File: src/rtl/i_ref_setup_ramp.sv
// i_ref_setup_ramp
//   Setup sequencer for the reference current code. A start pulse loads full
//   scale and ramps the code down one step at a time. Each step settles for
//   SETTLE_CYCLES clocks and then samples the comparator. A trip freezes the
//   code and raises completed. Reaching the floor without a trip raises fail.
//
//   Optional build macro SETUP_RAMP_COARSE_EN adds a coarse search phase
//   ahead of the fine ramp.
//
// Ports
//   clk          system clock, rising edge
//   rst          asynchronous reset, active high
//   start        single-cycle request to (re)start the ramp
//   cmp_trip     comparator result, 1 = target reached (synchronous to clk)
//   i_ref_setup  current setup code (registered)
//   completed    setup succeeded, code frozen (registered)
//   fail         floor reached without a trip (registered)
//   busy         ramp in progress (registered)
//
// State   | meaning
// --------+------------------------------------------------------------
// IDLE    | out of reset, waiting for start
// SETTLE  | code applied, waiting SETTLE_CYCLES clocks for the analog node
// CHECK   | one cycle; comparator sampled at the edge that ends it
// DONE    | trip seen, code frozen, completed=1 until start or rst
// FAIL    | floor reached without trip, fail=1 until start or rst

module i_ref_setup_ramp #(
   parameter int BUS_WIDTH     = 10,
   parameter int STEP          = 1,
   parameter int SETTLE_CYCLES = 4,
   parameter int I_REF_MIN     = 0,
   parameter int COARSE_STEP   = 16
) (
   input  logic                 clk,
   input  logic                 rst,
   input  logic                 start,
   input  logic                 cmp_trip,
   output logic [BUS_WIDTH-1:0] i_ref_setup,
   output logic                 completed,
   output logic                 fail,
   output logic                 busy
);

   localparam int CNT_W = (SETTLE_CYCLES > 1) ? $clog2(SETTLE_CYCLES) : 1;
   localparam logic [CNT_W-1:0]     CNT_LAST   = CNT_W'(SETTLE_CYCLES - 1);
   localparam logic [BUS_WIDTH-1:0] CODE_MAX   = '1;
   localparam logic [BUS_WIDTH-1:0] STEP_W     = BUS_WIDTH'(STEP);
   // one extra bit so a floor above full scale still compares correctly
   localparam logic [BUS_WIDTH:0]   FINE_FLOOR = (BUS_WIDTH+1)'(I_REF_MIN + STEP);

   typedef enum logic [2:0] {
      S_IDLE,
      S_SETTLE,
      S_CHECK,
      S_DONE,
      S_FAIL
   } state_t;

   state_t           state;
   logic [CNT_W-1:0] settle_cnt;

`ifdef SETUP_RAMP_COARSE_EN
   localparam logic [BUS_WIDTH-1:0] COARSE_W     = BUS_WIDTH'(COARSE_STEP);
   localparam logic [BUS_WIDTH:0]   COARSE_FLOOR = (BUS_WIDTH+1)'(I_REF_MIN + COARSE_STEP);

   logic                 phase_fine;
   logic [BUS_WIDTH:0]   coarse_up;
   logic [BUS_WIDTH-1:0] coarse_up_sat;

   // back off one coarse step after a trip, saturating at full scale
   always_comb begin
      coarse_up     = {1'b0, i_ref_setup} + {1'b0, COARSE_W};
      coarse_up_sat = coarse_up[BUS_WIDTH-1:0];
      if (coarse_up > {1'b0, CODE_MAX}) begin
         coarse_up_sat = CODE_MAX;
      end
   end
`else
   logic [BUS_WIDTH-1:0] unused_coarse_step;
   assign unused_coarse_step = BUS_WIDTH'(COARSE_STEP);
`endif

   always_ff @(posedge clk or posedge rst) begin
      if (rst) begin
         state       <= S_IDLE;
         settle_cnt  <= '0;
         i_ref_setup <= CODE_MAX;
         completed   <= 1'b0;
         fail        <= 1'b0;
         busy        <= 1'b0;
`ifdef SETUP_RAMP_COARSE_EN
         phase_fine  <= 1'b0;
`endif
      end else begin
         case (state)
            S_IDLE, S_DONE, S_FAIL: begin
               if (start) begin
                  i_ref_setup <= CODE_MAX;
                  completed   <= 1'b0;
                  fail        <= 1'b0;
                  busy        <= 1'b1;
                  settle_cnt  <= '0;
                  state       <= S_SETTLE;
`ifdef SETUP_RAMP_COARSE_EN
                  phase_fine  <= 1'b0;
`endif
               end
            end
            S_SETTLE: begin
               if (settle_cnt == CNT_LAST) begin
                  settle_cnt <= '0;
                  state      <= S_CHECK;
               end else begin
                  settle_cnt <= settle_cnt + 1'b1;
               end
            end
            S_CHECK: begin
`ifdef SETUP_RAMP_COARSE_EN
               if (!phase_fine) begin
                  if (cmp_trip) begin
                     i_ref_setup <= coarse_up_sat;
                     phase_fine  <= 1'b1;
                  end else if ({1'b0, i_ref_setup} >= COARSE_FLOOR) begin
                     i_ref_setup <= i_ref_setup - COARSE_W;
                  end else begin
                     phase_fine  <= 1'b1;
                  end
                  state <= S_SETTLE;
               end else
`endif
               begin
                  if (cmp_trip) begin
                     completed <= 1'b1;
                     busy      <= 1'b0;
                     state     <= S_DONE;
                  end else if ({1'b0, i_ref_setup} >= FINE_FLOOR) begin
                     i_ref_setup <= i_ref_setup - STEP_W;
                     state       <= S_SETTLE;
                  end else begin
                     fail  <= 1'b1;
                     busy  <= 1'b0;
                     state <= S_FAIL;
                  end
               end
            end
            default: state <= S_IDLE;
         endcase
      end
   end

endmodule
File: config.mk
export PLATFORM = sky130hd
export DESIGN_NAME = i_ref_setup_ramp
export DESIGN_NICKNAME = d
export VERILOG_FILES = /design/src/rtl/i_ref_setup_ramp.sv
export SDC_FILE = /design/constraint.sdc
export NUM_CORES = 1
export LEC_CHECK = 0
export CORE_ASPECT_RATIO = 0.9
export CORE_MARGIN = 2
export CORE_UTILIZATION = 43
export CTS_CLUSTER_DIAMETER = 80
export DETAILED_ROUTE_END_ITERATION = 10
export HOLD_SLACK_MARGIN = 0.06
export PLACE_DENSITY = 0.74
export SETUP_SLACK_MARGIN = 0.1
export SLEW_MARGIN = 20
export SYNTH_ARGS = -nofsm -noshare
export SYNTH_HDL_FRONTEND = slang
export SYNTH_SLANG_ARGS = --single-unit
File: constraint.sdc
create_clock -name clk -period 3.3 [get_ports clk]
set_clock_uncertainty 0.2 [all_clocks]
set_input_delay 0.66 -clock clk [delete_from_list [all_inputs] [get_ports clk]]
set_output_delay 0.66 -clock clk [all_outputs]
set_load 0.1 [all_outputs]
### Yosys cells after proc, flatten, opt, wreduce, memory -nomap -nowiden

Index checks and enable logic that the tools add are counted.

| cells by class | value |
|---|---|
| $add $sub $neg | 2 |
| multiply operators | 0 |
| divide/modulo/power cells | 0 |
| magnitude comparators | 1 |
| equal/unequal tests | 12 |
| shift-type cells | 0 |
| mux-type cells | 22 |
| bitwise logic cells | 0 |
| reduce and logical (&&, ||, !) cells | 10 |

Operators with widths:

| operator | number |
|---|---|
| $mux W10 | 3 |
| $pmux W10 S2 | 1 |
| $mux W3 | 4 |
| $ne A2 B2 Y1 const B | 6 |
| $ge A10 B1 Y1 const B | 1 |
| $sub A10 B1 Y10 const B | 1 |
| $pmux W3 S3 | 1 |
| $reduce_and A4 Y1 | 2 |
| $mux W1 | 7 |
| $eq A3 B2 Y1 const B | 2 |
| $pmux W1 S2 | 3 |
| $reduce_and A3 Y1 | 2 |
| $mux W2 | 2 |
| $pmux W2 S2 | 1 |
| $reduce_and A2 Y1 | 2 |
| $reduce_bool A2 Y1 | 2 |
| $eq A3 B1 Y1 const B | 1 |
| $eq A3 B3 Y1 const B | 1 |
| $logic_not A3 Y1 | 1 |
| $ne A3 B3 Y1 const B | 1 |
| $reduce_or A3 Y1 | 1 |
| $add A2 B1 Y2 const B | 1 |
| $eq A2 B2 Y1 const B | 1 |

| word-level totals | value |
|---|---|
| flip-flop bits (word level) | 18 |
| bits in latches | 0 |
| RAM bits | 0 |
| bits in read-only memories | 0 |
| input port bits | 4 |
| output and inout bits | 13 |
| word-level logic and storage cells | 53 |
| memories kept | 0 |

### Longest topological paths before layout

| depth | value |
|---|---|
| depth after elaboration | 4 |
| depth in mapped cells | 7 |
| mapped depth without buffers | 6 |

### Least setup slack after synthesis

OpenSTA, ideal clock, no wires.

| timing path | value |
|---|---|
| kind | flip-flop to flip-flop |
| from | reg i_ref_setup[0] |
| to | reg i_ref_setup[8] |
| setup time | 0.083 ns |
| arrival time | 2.283 ns |
| required time | 3.017 ns |
| slack | 0.734 ns |
| stages on the path, launching flop included | 8 |
| path buffers | 1 |
| period minus slack after synthesis | 2.566 ns |
| cells stage by stage | dfstp_2 -> inv_1 -> ha_1 -> or3b_2 -> a2111oi_4 -> buf_2 -> nor3_1 -> o32a_1 |

| on the way | value |
|---|---|
| longest elaborated chain between the ends | 4 |
| elaborated cells on any way between the ends | 7 |
| classes of those cells | add/sub: 1; order compare: 1; eq/ne: 1; mux: 3; reduce/logical: 1 |

Ends and longest elaborated chain:

| element | RTL line | RTL |
|---|---|---|
| start: declaration | 39 | `output logic [BUS_WIDTH-1:0] i_ref_setup,` |
| start signal: assignment | 138 | `i_ref_setup <= i_ref_setup - STEP_W;` |
| $sub A10 B1 Y10 | 138 |  |
| $mux W10 | 137 | `end else if ({1'b0, i_ref_setup} >= FINE_FLOOR) begin` |
| $mux W10 | 133 | `if (cmp_trip) begin` |
| $pmux W10 S2 | 96 | `case (state)` |

Several ways; a longest one is shown, not always the timed one. The select of a mux whose other input is x is not followed.
A chain may end at the register's enable or synchronous reset.

### Worst setup path in the final report

Ends and elaborated chain as after synthesis.

==> out/metrics.yaml <==
outcome: "complete, no violations"
fin_setup_tns_ns: 0
maxClockFrequency_mhz: 369.3
p_comb_share_pct: 43.0
seqPwrFrac_pct: 39.6
die_x_um: 57.40
cp_max_fo: 17
die_h_um: 52.06
fin_nets: 140
overflow: 0
multiInputGateArea_um2: 594.3
swShare_pct: 45.02
gp_congestion: 0.8589
hpwl_um: 1732
async_flop_share_pct: 100.0
netlist_area_um2: 1104
drtPass1Iterations: 4
fin_ws_ns: 0.5924
wl_per_cell_um: 15.02
wl_um: 2403
cts_tree: "done"
clkSinkCount: 18
cts-buffers-inserted: 3
grtUsageTotal_pct: 17.66
yosys_register_bits: 18
internal_power_mw: 0.4347
synthDistinctLibCells: 38
dp_cells: 156
vdd_drop_max_mv: 0.5034
diodes: 0
start_util_pct: 45.12
tightest_slew_ns: 0.8430
final_cells: 160
rows: 17
post-route-period-util_pct: 82.05
cts_setup_buffers: 0
vias: 1008
avgSynthCellArea_um2: 9.513
path_class: "reg2reg"
worstSetupEndpointType: "flip-flop"
path_clk_slew_ns: 0.11
grt_pass1_vias: 894
grt_pass1_wl_um: 3981
pre_cts_ws_ns: 0.6284
hold_buffers: 0
relSlewSlack_pct: 43.80
antenna_found_initial: 0
grt_max_degree: 19
ios: 17
power.net_switching_mw: 0.3560
via_per_inst: 6.300
rsz0062_at_grt: "no"
final_max_slew_viol_count: 0
clk_latency_ns: 0.30
required_ns: 3.35
h-tree-depth: 1
root_buffer: "clkbuf_4"
setup_viol: 0
synth_fp_nets: 123
area_growth_pct: 16.89
fillCellCount: 219
drv_cap: 0
drt-initial-drc-count: 39
drive_gt1_share_pct: 28.79
period_needed_ns: 2.708
core_um2: 2446
p_per_area_nw_per_um2: 613.0
ant_nets: 0
synth-main-ff-cell: "dfstp_2"
die_area_um2: 2988
yosys_warnings: 0
portBuffers: 16
finalHoldViolCount: 0
clockBufferDepth: 2
cts_resized: 0
synth_edf_count: 0
drc: 0
ys_seq_area_share_pct: 41.95
arrival_ns: 2.76
regArea_um2: 462.9
leakage_nw: 0.4765
min_path_type: "reg2reg"
syn_inst: 116
clkPwrFrac_pct: 17.3
startpoint_type: "flip-flop"
-- layout by cell type (no fill, tap or decap), drive strengths merged, types with 6 or more instances in the layout --
cell	Yosys	layout
a21oi	6	6
buf	1	14
dfrtp	8	8
dfstp	10	10
inv	7	7
nand2	7	7
nand3	6	6
nor4	6	6
o21ai	6	6
or4	7	7
-- final timing paths --
kind                           startpoint        endpoint  slack [ns]  cells past startpoint
max                        i_ref_setup[0]  i_ref_setup[8]        0.59                      6
min reg2reg                          fail            fail        0.30                      1
max reg2reg                i_ref_setup[0]  i_ref_setup[8]        0.59                      6
max in group asynchronous             rst        state[2]        1.91                      2
min                                  fail            fail        0.30                      1
min in group asynchronous             rst            fail        0.56                      2
-- area by class of cell --
class                      instances  area share, %
tap                               28          2.716
timing repair buffer              17          10.48
inverter                           7          2.037
multi-input combinational         86          46.07
clock buffer                       4          2.813
sequential                        18          35.89
-- routing by layer --
metal | GRT usage [%] | part of all wire (%)
met2 | 28.60 | 48
met3 | 5.473 | 4.0
met5 | 0 | 0
met4 | 6.589 | 0.54
met1 | 22.08 | 47
-- critical path: stages, from the launching register on --
cell       delay, ns
dfstp_2         0.41
inv_1           0.09
ha_1            0.18
or3b_2          0.53
a2111oi_4       0.81
or2_2           0.28
o32a_1          0.16
-- metrics by stage --
step | area [um^2] | hold slack [ns] | util, % | power (mW)
global placement | 1254 | 0.2807 | 51.25 | 0.6454
floorplan | 1104 | 0.2753 | - | 0.5776
global route | 1290 | 0.3177 | 52.74 | 0.8454
finish | 1290 | 0.3001 | 52.74 | 0.7908
detailed placement | 1254 | 0.2873 | 51.25 | 0.6545
CTS | 1290 | 0.3116 | 52.74 | 0.7985
-- synthesized netlist by cell type (3+ instances only) --
cell	n	area, um^2
or4_1	4	30.03
nand2_1	7	26.28
ha_1	3	37.54
nor3_1	5	25.02
dfrtp_1	8	200.2
inv_1	7	26.28
nand3_1	6	30.03
a21oi_1	6	30.03
o21a_1	3	22.52
dfstp_2	10	262.8
nor4_1	6	37.54
nor2_1	3	11.26
o21ai_0	5	25.02
nand2b_1	4	25.02
clkbuf_1	4	15.01
nor3b_1	3	22.52
o31ai_1	5	37.54
-- sequential cells by signal, indices dropped and copies added, names as in the netlist --
signal / count
fail: 1
state: 3
settle_cnt: 2
completed: 1
busy: 1
i_ref_setup: 10
-- power by group through the flow --
stage | Clock, mW | Combinational, mW | Sequential, mW
2_1_floorplan | 0 | 0.184 | 0.394
3_3_place_gp | 0 | 0.334 | 0.311
3_5_place_dp | 0 | 0.340 | 0.315
4_1_cts | 0.147 | 0.340 | 0.311
5_1_grt | 0.157 | 0.370 | 0.319
6_report | 0.137 | 0.340 | 0.313
-- cell families (layout without fill, tap and decap cells) --
| logic type | Yosys count | count (layout) | synth area share [%] |
|---|---|---|---|
| and+or+nand+nor | 51 | 51 | 28.34 |
| AOI/OAI and AO/OA | 32 | 32 | 22.11 |
| DFF | 18 | 18 | 41.95 |
| buffers and inverters | 12 | 28 | 4.195 |
| adders and majority gates | 3 | 3 | 3.402 |
(Power assumes the default switching activity.)
